===== config.mk =====
export PLATFORM = sky130hd
export DESIGN_NAME = tri_port_scheduler
export DESIGN_NICKNAME = d
export VERILOG_FILES = /design/src/rtl/tri_port_scheduler.sv
export SDC_FILE = /design/constraint.sdc
export NUM_CORES = 1
export LEC_CHECK = 0
export CAP_MARGIN = 10
export CORE_AREA = 2 2 119 121
export CTS_BUF_LIST = sky130_fd_sc_hd__clkbuf_4 sky130_fd_sc_hd__clkbuf_8
export CTS_CLUSTER_DIAMETER = 150
export DETAILED_ROUTE_END_ITERATION = 8
export DIE_AREA = 0 0 121 123
export HOLD_SLACK_MARGIN = 0.06
export SYNTH_ARGS = -nofsm -noshare
export SYNTH_HDL_FRONTEND = slang
export SYNTH_SLANG_ARGS = --single-unit
export TNS_END_PERCENT = 30

===== constraint.sdc =====
create_clock -name clk -period 4.4 [get_ports clk]
set_input_delay 0.88 -clock clk [delete_from_list [all_inputs] [get_ports clk]]
set_output_delay 0.88 -clock clk [all_outputs]
set_load 0.01 [all_outputs]

===== src/rtl/tri_port_scheduler.sv =====
// Round-robin scheduler sharing one single-port SRAM between three request ports.
// Optional build macro RDATA_REG_EN registers the read response (2-cycle read latency instead of 1).
module tri_port_scheduler #(
   parameter int ADDR_W = 8,
   parameter int DATA_W = 32
) (
   input  logic              clk,
   input  logic              reset_n,
   input  logic              halt,
   input  logic              p1_req,
   input  logic              p1_we,
   input  logic [ADDR_W-1:0] p1_addr,
   input  logic [DATA_W-1:0] p1_wdata,
   output logic              p1_gnt,
   output logic              p1_rvalid,
   output logic [DATA_W-1:0] p1_rdata,
   input  logic              p2_req,
   input  logic              p2_we,
   input  logic [ADDR_W-1:0] p2_addr,
   input  logic [DATA_W-1:0] p2_wdata,
   output logic              p2_gnt,
   output logic              p2_rvalid,
   output logic [DATA_W-1:0] p2_rdata,
   input  logic              p3_req,
   input  logic              p3_we,
   input  logic [ADDR_W-1:0] p3_addr,
   input  logic [DATA_W-1:0] p3_wdata,
   output logic              p3_gnt,
   output logic              p3_rvalid,
   output logic [DATA_W-1:0] p3_rdata,
   output logic              mem_en,
   output logic              mem_we,
   output logic [ADDR_W-1:0] mem_addr,
   output logic [DATA_W-1:0] mem_wdata,
   input  logic [DATA_W-1:0] mem_rdata,
   output logic              busy
);

   typedef enum logic [1:0] {PORT_1 = 2'd0, PORT_2 = 2'd1, PORT_3 = 2'd2} port_e;

   logic [2:0]        req_v;
   logic [2:0]        we_v;
   logic [ADDR_W-1:0] addr_a  [3];
   logic [DATA_W-1:0] wdata_a [3];

   assign req_v      = {p3_req, p2_req, p1_req};
   assign we_v       = {p3_we, p2_we, p1_we};
   assign addr_a[0]  = p1_addr;
   assign addr_a[1]  = p2_addr;
   assign addr_a[2]  = p3_addr;
   assign wdata_a[0] = p1_wdata;
   assign wdata_a[1] = p2_wdata;
   assign wdata_a[2] = p3_wdata;

   port_e      last_grant_q, last_grant_d;
   port_e      sel;
   logic       found;
   logic [2:0] gnt;
   logic [1:0] idx;

   // NOTE: every signal written in always_comb gets a default first, so no path infers a latch.
   always_comb begin
      gnt   = '0;
      found = 1'b0;
      sel   = last_grant_q;
      idx   = '0;
      // Search starts at the port after the last grant and wraps; halt masks every request.
      for (int k = 1; k <= 3; k++) begin
         idx = 2'((int'(last_grant_q) + k) % 3);
         if (!found && !halt && req_v[idx]) begin
            found    = 1'b1;
            gnt[idx] = 1'b1;
            sel      = port_e'(idx);
         end
      end
   end

   assign p1_gnt = gnt[0];
   assign p2_gnt = gnt[1];
   assign p3_gnt = gnt[2];

   always_comb begin
      mem_en    = found;
      mem_we    = 1'b0;
      mem_addr  = '0;
      mem_wdata = '0;
      if (found) begin
         mem_we    = we_v[sel];
         mem_addr  = addr_a[sel];
         mem_wdata = wdata_a[sel];
      end
   end

   logic  resp_vld_q, resp_vld_d;
   port_e resp_port_q, resp_port_d;

   always_comb begin
      last_grant_d = found ? sel : last_grant_q;
      resp_vld_d   = found && !we_v[sel];
      resp_port_d  = sel;
   end

   // NOTE: sequential state uses non-blocking assignments so every flop samples pre-edge values.
   always_ff @(posedge clk or negedge reset_n) begin
      if (!reset_n) begin
         last_grant_q <= PORT_3;
         resp_vld_q   <= 1'b0;
         resp_port_q  <= PORT_1;
      end else begin
         last_grant_q <= last_grant_d;
         resp_vld_q   <= resp_vld_d;
         resp_port_q  <= resp_port_d;
      end
   end

   logic [2:0]        rvalid_v;
   logic [DATA_W-1:0] rdata_s;

`ifdef RDATA_REG_EN
   logic [2:0]        out_vld_q, out_vld_d;
   logic [DATA_W-1:0] out_rdata_q, out_rdata_d;

   // SRAM data is captured the cycle it arrives and presented one cycle later.
   always_comb begin
      out_vld_d   = '0;
      out_rdata_d = '0;
      if (resp_vld_q) begin
         out_vld_d[resp_port_q] = 1'b1;
         out_rdata_d            = mem_rdata;
      end
   end

   always_ff @(posedge clk or negedge reset_n) begin
      if (!reset_n) begin
         out_vld_q   <= '0;
         out_rdata_q <= '0;
      end else begin
         out_vld_q   <= out_vld_d;
         out_rdata_q <= out_rdata_d;
      end
   end

   assign rvalid_v = out_vld_q;
   assign rdata_s  = out_rdata_q;
   assign busy     = (|req_v) | resp_vld_q | (|out_vld_q);
`else
   always_comb begin
      rvalid_v = '0;
      if (resp_vld_q) rvalid_v[resp_port_q] = 1'b1;
   end

   assign rdata_s = resp_vld_q ? mem_rdata : '0;
   assign busy    = (|req_v) | resp_vld_q;
`endif

   assign p1_rvalid = rvalid_v[0];
   assign p2_rvalid = rvalid_v[1];
   assign p3_rvalid = rvalid_v[2];
   assign p1_rdata  = rvalid_v[0] ? rdata_s : '0;
   assign p2_rdata  = rvalid_v[1] ? rdata_s : '0;
   assign p3_rdata  = rvalid_v[2] ? rdata_s : '0;

endmodule

==> results of run 1 <==
per-layer routing:
layer	GRT usage	part of all wire	vias to the layer above
li1	-	-	1694
met4	0.04142	0.015	0
met2	0.2749	0.52	135
met3	0.02260	0.057	14
met1	0.2061	0.40	1608
met5	0	0	-
timing repair:
| action | 4_1_cts | 5_1_grt |
|---|---|---|
| setup endpoints to repair | 3 | 40 |
| pin swaps | 2 | 2 |
| gates resized for setup | 4 | 9 |
| buffers inserted | 3 | 1 |
| cloned | 0 | 1 |
registers in the layout, indices dropped and copies added (netlist names):
name,cells
resp_vld_q,1
last_grant_q,2
resp_port_q,2
cell families (layout without fill, tap and decap cells):
logic type	Yosys count	count (layout)	synth area share
buffers and inverters	33	343	0.07543
and+or+nand+nor	128	128	0.3848
adders and majority gates	4	4	0.02357
AOI/OAI and AO/OA	107	107	0.3217
DFF	5	5	0.05952
muxes	28	28	0.1349
power by group through the flow:
stage | Sequential (mW) | Combinational, mW | Clock [mW]
finish | 0.0975 | 2.99 | 0.0903
global route | 0.104 | 3.21 | 0.0963
CTS | 0.0991 | 2.95 | 0.0922
global placement | 0.0985 | 2.86 | 0
floorplan | 0.0877 | 1.46 | 0
detailed placement | 0.0998 | 2.89 | 0
stage by stage:
| stage | setup WS (ns) | util |
|---|---|---|
| 6_report | 0.2865 | 0.4129 |
| 5_1_grt | 0.09629 | 0.4129 |
| 4_1_cts | 0.003365 | 0.4083 |
| 3_5_place_dp | 0.003136 | 0.4020 |
| 3_3_place_gp | 0.06190 | 0.4020 |
| 2_1_floorplan | 1.096 | - |
worst min-delay path by stage:
stage,start,endpoint,slack [ns],depth (start not counted)
global placement,last_grant_q[0],resp_port_q[0],0.86,3
finish,reset_n,resp_vld_q,0.87,1
global route,reset_n,resp_vld_q,0.89,1
detailed placement,last_grant_q[0],resp_port_q[0],0.87,3
floorplan,reset_n,last_grant_q[0],0.58,0
CTS,reset_n,resp_vld_q,0.88,1
final cells by class:
cell class | instances | area (um^2)
flip-flops and latches | 5 | 126.4
fillers | 1343 | 7991
multi-input cells | 267 | 1881
well taps | 180 | 225.2
repair buffers | 331 | 3308
inverters | 8 | 31.28
clock buffers | 4 | 48.80
critical path: stages, from the launching register on:
cell and delay [ns]:
dfstp_2 0.55, ha_1 0.42, nand2_2 0.12, a221oi_4 0.33
nor3_2 0.12, o21a_2 0.27, nor2_8 0.18, buf_4 0.23
a21oi_1 0.09, a21oi_1 0.15, clkdlybuf4s50_1 0.56
cells in the final DEF, fill, tap and decap left out, types with 2 or more instances in the layout:
cell / count
buf_4: 21
ha_1: 3
and2_1: 96
nor2_8: 2
clkdlybuf4s50_1: 299
clkbuf_8: 3
inv_1: 6
dlymetal6s2s_1: 4
dlygate4sd2_1: 2
and3b_1: 2
a21oi_1: 39
nor2_1: 2
buf_12: 3
o21ai_0: 31
and3_1: 2
dfrtp_1: 4
mux2i_1: 25
nor3_1: 2
o2bb2ai_1: 24
nand2b_1: 3
nand2_1: 9
==> impl_metrics.yaml, run 1 <==
setup_path:
  arrival_ns: 3.23
  worst_r2r_startpoint: "last_grant_q[1]"
  rrSetupSlack_ns: 1.65
  timing.rr.end: "resp_vld_q"
  worstPathMaxFanout: 12
  end_kind: "output port"
  worstSetupPathType: "reg -> out"
  worstSetupEndpoint: "mem_wdata[20]"
  crit_start: "last_grant_q[1]"
  cp.required_ns: 3.52
  cp-start-kind: "flop"
  r2r_cells: 9
sta:
  setup_viol: 0
  finalCritPeriodShare: 0.9349
  slew_viol_final: 0
  period_minus_slack_ns: 4.114
  relSlewSlack: 0.3308
  fin_skew_ns: 0.0009098
  fmax_mhz: 243.1
  hold_viol_final: 0
  holdWs_ns: 0.8747
  tns_ns: 0
  rsz0062_at_grt: "no"
  tightest_slew_ns: 1.004
power_and_ir_drop:
  p_leak_nw: 2.169
  ir_drop_mv: 0.2960
  netSwitchingPower_mw: 1.466
  power_density_nw_per_um2: 565.6
  power_frac_seq: 0.031
  clock_power_share: 0.028
  switching_share: 0.4613
  p_comb_frac: 0.941
  finalPower_mw: 3.179
  power.internal_mw: 1.712
floorplan:
  core_um2: 13610
  initial_core_util: 0.1560
  dieArea_um2: 14880
  die_h_um: 123
  pin_count: 306
  die_w_um: 121
  rows: 43
placement:
  post-dp-hpwl_um: 10760
  placedCellCount: 786
  placed_cell_area_um2: 5472
  place_congestion: 0.8743
  portBuffers: 305
yosys:
  yosys_warnings: 0
  synthCells: 305
  seq_area_frac_synth: 0.05952
  synth_area_um2: 2123
  synth_edf_count: 0
  synth_common_cells: "96 x and2_1, 39 x a21oi_1, 31 x o21ai_0, 26 x mux2i_1, 24 x o2bb2ai_1"
  syn_area_per_cell_um2: 6.962
  synth.most_common_cell: "and2_1"
  synth_top_area_cell: "and2_1"
  ys_top_cells_by_area: "and2_1 28%, mux2i_1 12%, o2bb2ai_1 9.9%"
  yosysTopAreaCellShare: 0.2829
  async_reset_ff_frac: 1.000
  synth-seq-cells: 5
  ys.flop_type: "dfrtp_1"
  yosysUniqueCellTypes: 44
  syn_nets: 470
clock_network:
  root_buffer: "clkbuf_8"
  cts_sinks: 5
  path_clk_slew_ns: 0.03
  clockBufferDepth: 2
  tritoncts: "done"
  clkLatencyLatePin_ns: 0.22
  cts_buffers: 3
  htreeDepth: 1
  cts_hold_buf: 0
grt:
  antenna_found_initial: 0
  grt_pass1_wl_um: 18550
  grt_max_degree: 34
  grt_pass1_vias: 3299
  grt_overflow: 0
  grt_use_total: 0.1586
drt:
  drcViolationCount: 0
  ant_nets: 0
  via_count: 3451
  drt_wl_total_um: 13070
  viasPerCell: 4.341
  drtPass1Iterations: 4
  drtIter0Drc: 204
  wl_per_cell_um: 16.44
outcome:
  status: "finished clean"
final_layout:
  nNetsFinal: 781
  instances_no_fill: 795
  drive_gt1_frac: 0.08293
  diodes: 0
  finish.instance_area_um2: 5620
  area_growth_pct: 164.7
min_path:
  hold_class: "in -> async"
run:
  drv_cap: 0
Power figures use the tool's default switching activity.
==> run 2, diff against run 1 <==
- CORE_AREA: 2 2 119 121 -> 3 3 117 119
- DIE_AREA: 0 0 121 123 -> 0 0 120 122
- GPL_ROUTABILITY_DRIVEN: not set -> 1
==> impl_metrics.yaml, run 2 (synthesis gave the netlist of run 1 again) <==
setup_path:
  rrSetupSlack_ns: 1.73
  path_buf_inv: 3
  cp_slowest_cell: "clkdlybuf4s50_1"
  critPathMaxStageDelay_ns: 0.53
  crit_family: "buffers and inverters"
  arrival_ns: 3.45
  crit_chain: "clkdlybuf4s50_1 > a21o_1 > a221oi_4 > buf_4 > o211ai_4 > nor2_8 > nor2_8 > mux2_4 > a31o_1 > clkdlybuf4s50_1"
  worstSetupPathType: "in -> out"
  cp-start-kind: "primary input"
  end_kind: "output port"
  worstPathMaxFanout: 8
  cp.required_ns: 3.52
placement:
  placedCellCount: 775
  post-dp-hpwl_um: 10910
  place_worst_setup_slack_ns: 0.02506
  portBuffers: 305
  place_congestion: 0.8149
floorplan:
  rows: 41
  die_h_um: 122
  dieArea_um2: 14640
  initial_core_util: 0.1676
  core_um2: 12670
  pin_count: 306
  die_w_um: 120
drt:
  wl_per_cell_um: 16.68
  ant_nets: 0
  drcViolationCount: 0
  drtIter0Drc: 149
  via_count: 3360
  drt_wl_total_um: 13040
  drtPass1Iterations: 4
  viasPerCell: 4.297
final_layout:
  final_cell_mix: "275 x clkdlybuf4s50_1, 96 x and2_1, 38 x a21oi_1"
  nNetsFinal: 776
  area_growth_pct: 165.2
  instances_no_fill: 782
  layout_commonest_cell: "clkdlybuf4s50_1"
  diodes: 0
  drive_gt1_frac: 0.07213
  top_regs: "last_grant_q (2), resp_port_q (2), resp_vld_q (1)"
sta:
  relSlewSlack: 0.3391
  setup_viol: 0
  fmax_mhz: 231.2
  rsz0062_at_grt: "yes"
  finalCritPeriodShare: 0.9830
  hold_viol_final: 0
  fin_skew_ns: 0.0006990
  tightest_slew_ns: 0.9914
  holdWs_ns: 0.8831
  slew_viol_final: 0
  postLayoutSetupSlackWorst_ns: 0.07459
  period_minus_slack_ns: 4.325
clock_network:
  tritoncts: "done"
  cts_sinks: 5
  root_buffer: "clkbuf_8"
  path_clk_slew_ns: 0.03
  clkLatencyLatePin_ns: 0.22
  htreeDepth: 1
  clockBufferDepth: 2
  cts_buffers: 3
power_and_ir_drop:
  finalPower_mw: 3.079
  ir_drop_mv: 0.3150
  power_density_nw_per_um2: 546.7
  p_leak_nw: 2.528
grt:
  grt_max_degree: 34
  grt_pass1_vias: 3342
  antenna_found_initial: 0
  grt_use_total: 0.1609
  grt_pass1_wl_um: 19040
  grt_overflow: 0
run:
  drv_cap: 0
outcome:
  status: "finished clean"
min_path:
  hold_class: "in -> async"
[run 2: final cells by class]
cell class                 count  area, um^2
timing repair buffer         326        3339
inverter                       8       30.03
fill                        1283        7039
sequential                     5       126.4
multi-input combinational    267        1872
clock buffer                   4       48.80
tap                          172       215.2
[run 2: worst paths after layout]
path,from,endpoint,depth (start not counted)
setup / recovery,p3_req,mem_we,10
hold / removal,reset_n,last_grant_q[0],1
setup reg to reg,last_grant_q[1],resp_vld_q,9
hold reg to reg,last_grant_q[1],last_grant_q[1],5
max in group asynchronous,reset_n,last_grant_q[1],1
min in group clk,last_grant_q[1],last_grant_q[1],5
[run 2: timing repair]
action	in CTS	in global routing
hold buffers	0	0
setup endpoints to repair	0	41
setup buffers	0	3
resized for setup	0	35
hold endpoints to repair	0	0
[run 2: where the power goes]
group	leakage [nW]	total [mW]	switching (mW)	internal, mW
Sequential	0.0596	0.0989	0.0250	0.0739
Combinational	2.44	2.89	1.39	1.50
Clock	0.0262	0.0886	0.0204	0.0681
[run 2: per-layer routing]
metal	GRT usage	wire length [um]
met1	0.2003	5140
met2	0.2961	7152
met3	0.02832	638
met4	0.02219	111
met5	0	0
[run 2: through the flow]
stage / TNS [ns] / area, um^2 / utilization
finish: 0 / 5632 / 0.4445
global route: -0.2339 / 5632 / 0.4445
CTS: 0 / 5500 / 0.4341
detailed placement: 0 / 5451 / 0.4302
global placement: 0 / 5451 / 0.4302
floorplan: 0 / 2123 / -
==> run 3, diff against run 2 <==
- CORE_AREA: 3 3 117 119 -> 3 3 119 121
- CTS_BUF_LIST: sky130_fd_sc_hd__clkbuf_4 sky130_fd_sc_hd__clkbuf_8 -> sky130_fd_sc_hd__clkbuf_8 sky130_fd_sc_hd__clkbuf_16
- DIE_AREA: 0 0 120 122 -> 0 0 122 124
==> impl_metrics.yaml, run 3 (synthesis gave the netlist of run 1 again) <==
sta:
  holdWs_ns: 0.8549
  fmax_mhz: 232.0
  postLayoutSetupSlackWorst_ns: 0.08955
  rsz0062_at_grt: "yes"
  period_minus_slack_ns: 4.310
  slew_viol_final: 0
  tightest_slew_ns: 1.010
  fin_skew_ns: 0.0002294
  setup_viol: 0
  relSlewSlack: 0.3266
  finalCritPeriodShare: 0.9796
  hold_viol_final: 0
  tns_ns: 0
drt:
  viasPerCell: 4.341
  drcViolationCount: 0
  wl_per_cell_um: 16.87
  drt_wl_total_um: 13210
  drtPass1Iterations: 4
  ant_nets: 0
  drtIter0Drc: 119
  via_count: 3399
clock_network:
  cts_sinks: 5
  clkLatencyLatePin_ns: 0.22
  cts_buffers: 3
  root_buffer: "clkbuf_16"
  htreeDepth: 1
  path_clk_slew_ns: 0.03
  cts_hold_buf: 0
  clockBufferDepth: 2
  tritoncts: "done"
setup_path:
  timing.rr.end: "resp_vld_q"
  r2r_cells: 9
  worstPathMaxFanout: 18
  path_common_cell: "clkdlybuf4s50_1"
  rrSetupSlack_ns: 1.67
  end_kind: "output port"
  cp-start-kind: "primary input"
  crit_chain: "clkdlybuf4s50_1 > a21o_1 > a221oi_4 > nor3_2 > o21a_2 > nor2_8 > buf_12 > mux2i_4 > o2bb2ai_1 > clkdlybuf4s50_1"
  critPathMaxStageDelay_ns: 0.48
  cp.required_ns: 3.52
  cp_slowest_cell: "clkdlybuf4s50_1"
  worstSetupPathType: "in -> out"
  arrival_ns: 3.43
  worst_r2r_startpoint: "last_grant_q[1]"
power_and_ir_drop:
  power_density_nw_per_um2: 558.2
  p_leak_nw: 2.409
  ir_drop_mv: 0.2898
  finalPower_mw: 3.145
placement:
  place_worst_setup_slack_ns: 0.01727
  post-dp-hpwl_um: 10940
  placedCellCount: 777
  place_congestion: 0.8402
  portBuffers: 305
  placed_cell_area_um2: 5429
min_path:
  hold_class: "reg -> reg"
  min_from: "last_grant_q[0]"
  min_delay_path_depth: 3
  hold_end: "resp_port_q[0]"
floorplan:
  dieArea_um2: 15130
  die_h_um: 124
  pin_count: 306
  rows: 42
  core_um2: 13190
  die_w_um: 122
  initial_core_util: 0.1610
final_layout:
  nNetsFinal: 773
  instances_no_fill: 783
  drive_gt1_frac: 0.06919
  layout_commonest_cell: "clkdlybuf4s50_1"
  finish.instance_area_um2: 5634
  fillers: 1352
  diodes: 0
  top_regs: "last_grant_q (2), resp_port_q (2), resp_vld_q (1)"
  area_growth_pct: 165.4
  finish.utilization: 0.4271
  final_cell_mix: "283 x clkdlybuf4s50_1, 96 x and2_1, 39 x a21oi_1"
grt:
  grt_max_degree: 34
  grt_overflow: 0
  grt_use_total: 0.1545
  grt_pass1_vias: 3308
  antenna_found_initial: 0
  grt_pass1_wl_um: 18480
outcome:
  status: "finished clean"
run:
  drv_cap: 0
-- run 3: changes by cell type in the layout (fill, tap and decap cells not counted), moves of 2 or more --
cell / change
mux2i_1: -3
clkbuf_16: +3
clkdlybuf4s50_1: +8
mux2i_2: +2
clkbuf_8: -3
dlymetal6s2s_1: -8
buf_4: -3
-- run 3: area by class of cell --
cell class	instances	area (um^2)	area share
multi-input cells	267	1888	0.3351
inverters	8	32.53	0.005774
repair buffers	323	3288	0.5836
well taps	176	220.2	0.03909
clock inverters	1	3.754	0.0006662
clock buffers	3	75.07	0.01332
flip-flops and latches	5	126.4	0.02243
-- run 3: worst max-delay path by stage --
stage               startpoint            end  cells after the start
5_1_grt                 p3_req   mem_wdata[8]                      9
6_report                p3_req   mem_wdata[8]                     10
2_1_floorplan  last_grant_q[1]         mem_we                      9
3_5_place_dp            p2_req   mem_wdata[8]                     10
3_3_place_gp            p3_req  mem_wdata[28]                      9
4_1_cts                 p2_req  mem_wdata[11]                     10
-- run 3: layer usage --
layer | vias up | wire, um | global-route usage
li1 | 1688 | - | -
met1 | 1599 | 5157 | 0.1898
met2 | 106 | 7443 | 0.2911
met3 | 6 | 543 | 0.02361
met4 | 0 | 65 | 0.02031
met5 | - | 0 | 0
-- run 3: power breakdown --
part	internal (mW)	total [mW]	switching (mW)
combinational	1.50	2.90	1.40
sequential	0.0739	0.0984	0.0245
clock	0.117	0.144	0.0268
-- run 3: repair_timing --
action | 4_1_cts | 5_1_grt
buffers inserted | 0 | 2
cloned | 0 | 0
setup endpoints to repair | 1 | 41
pin swaps | 0 | 3
resized for setup | 0 | 33
-- run 3: critical path: cells and delay by family --
kind / cells / cell delay (ns)
AOI/OAI and AO/OA: 4 / 0.86
muxes: 1 / 0.25
and+or+nand+nor: 2 / 0.28
buffers and inverters: 3 / 1.15
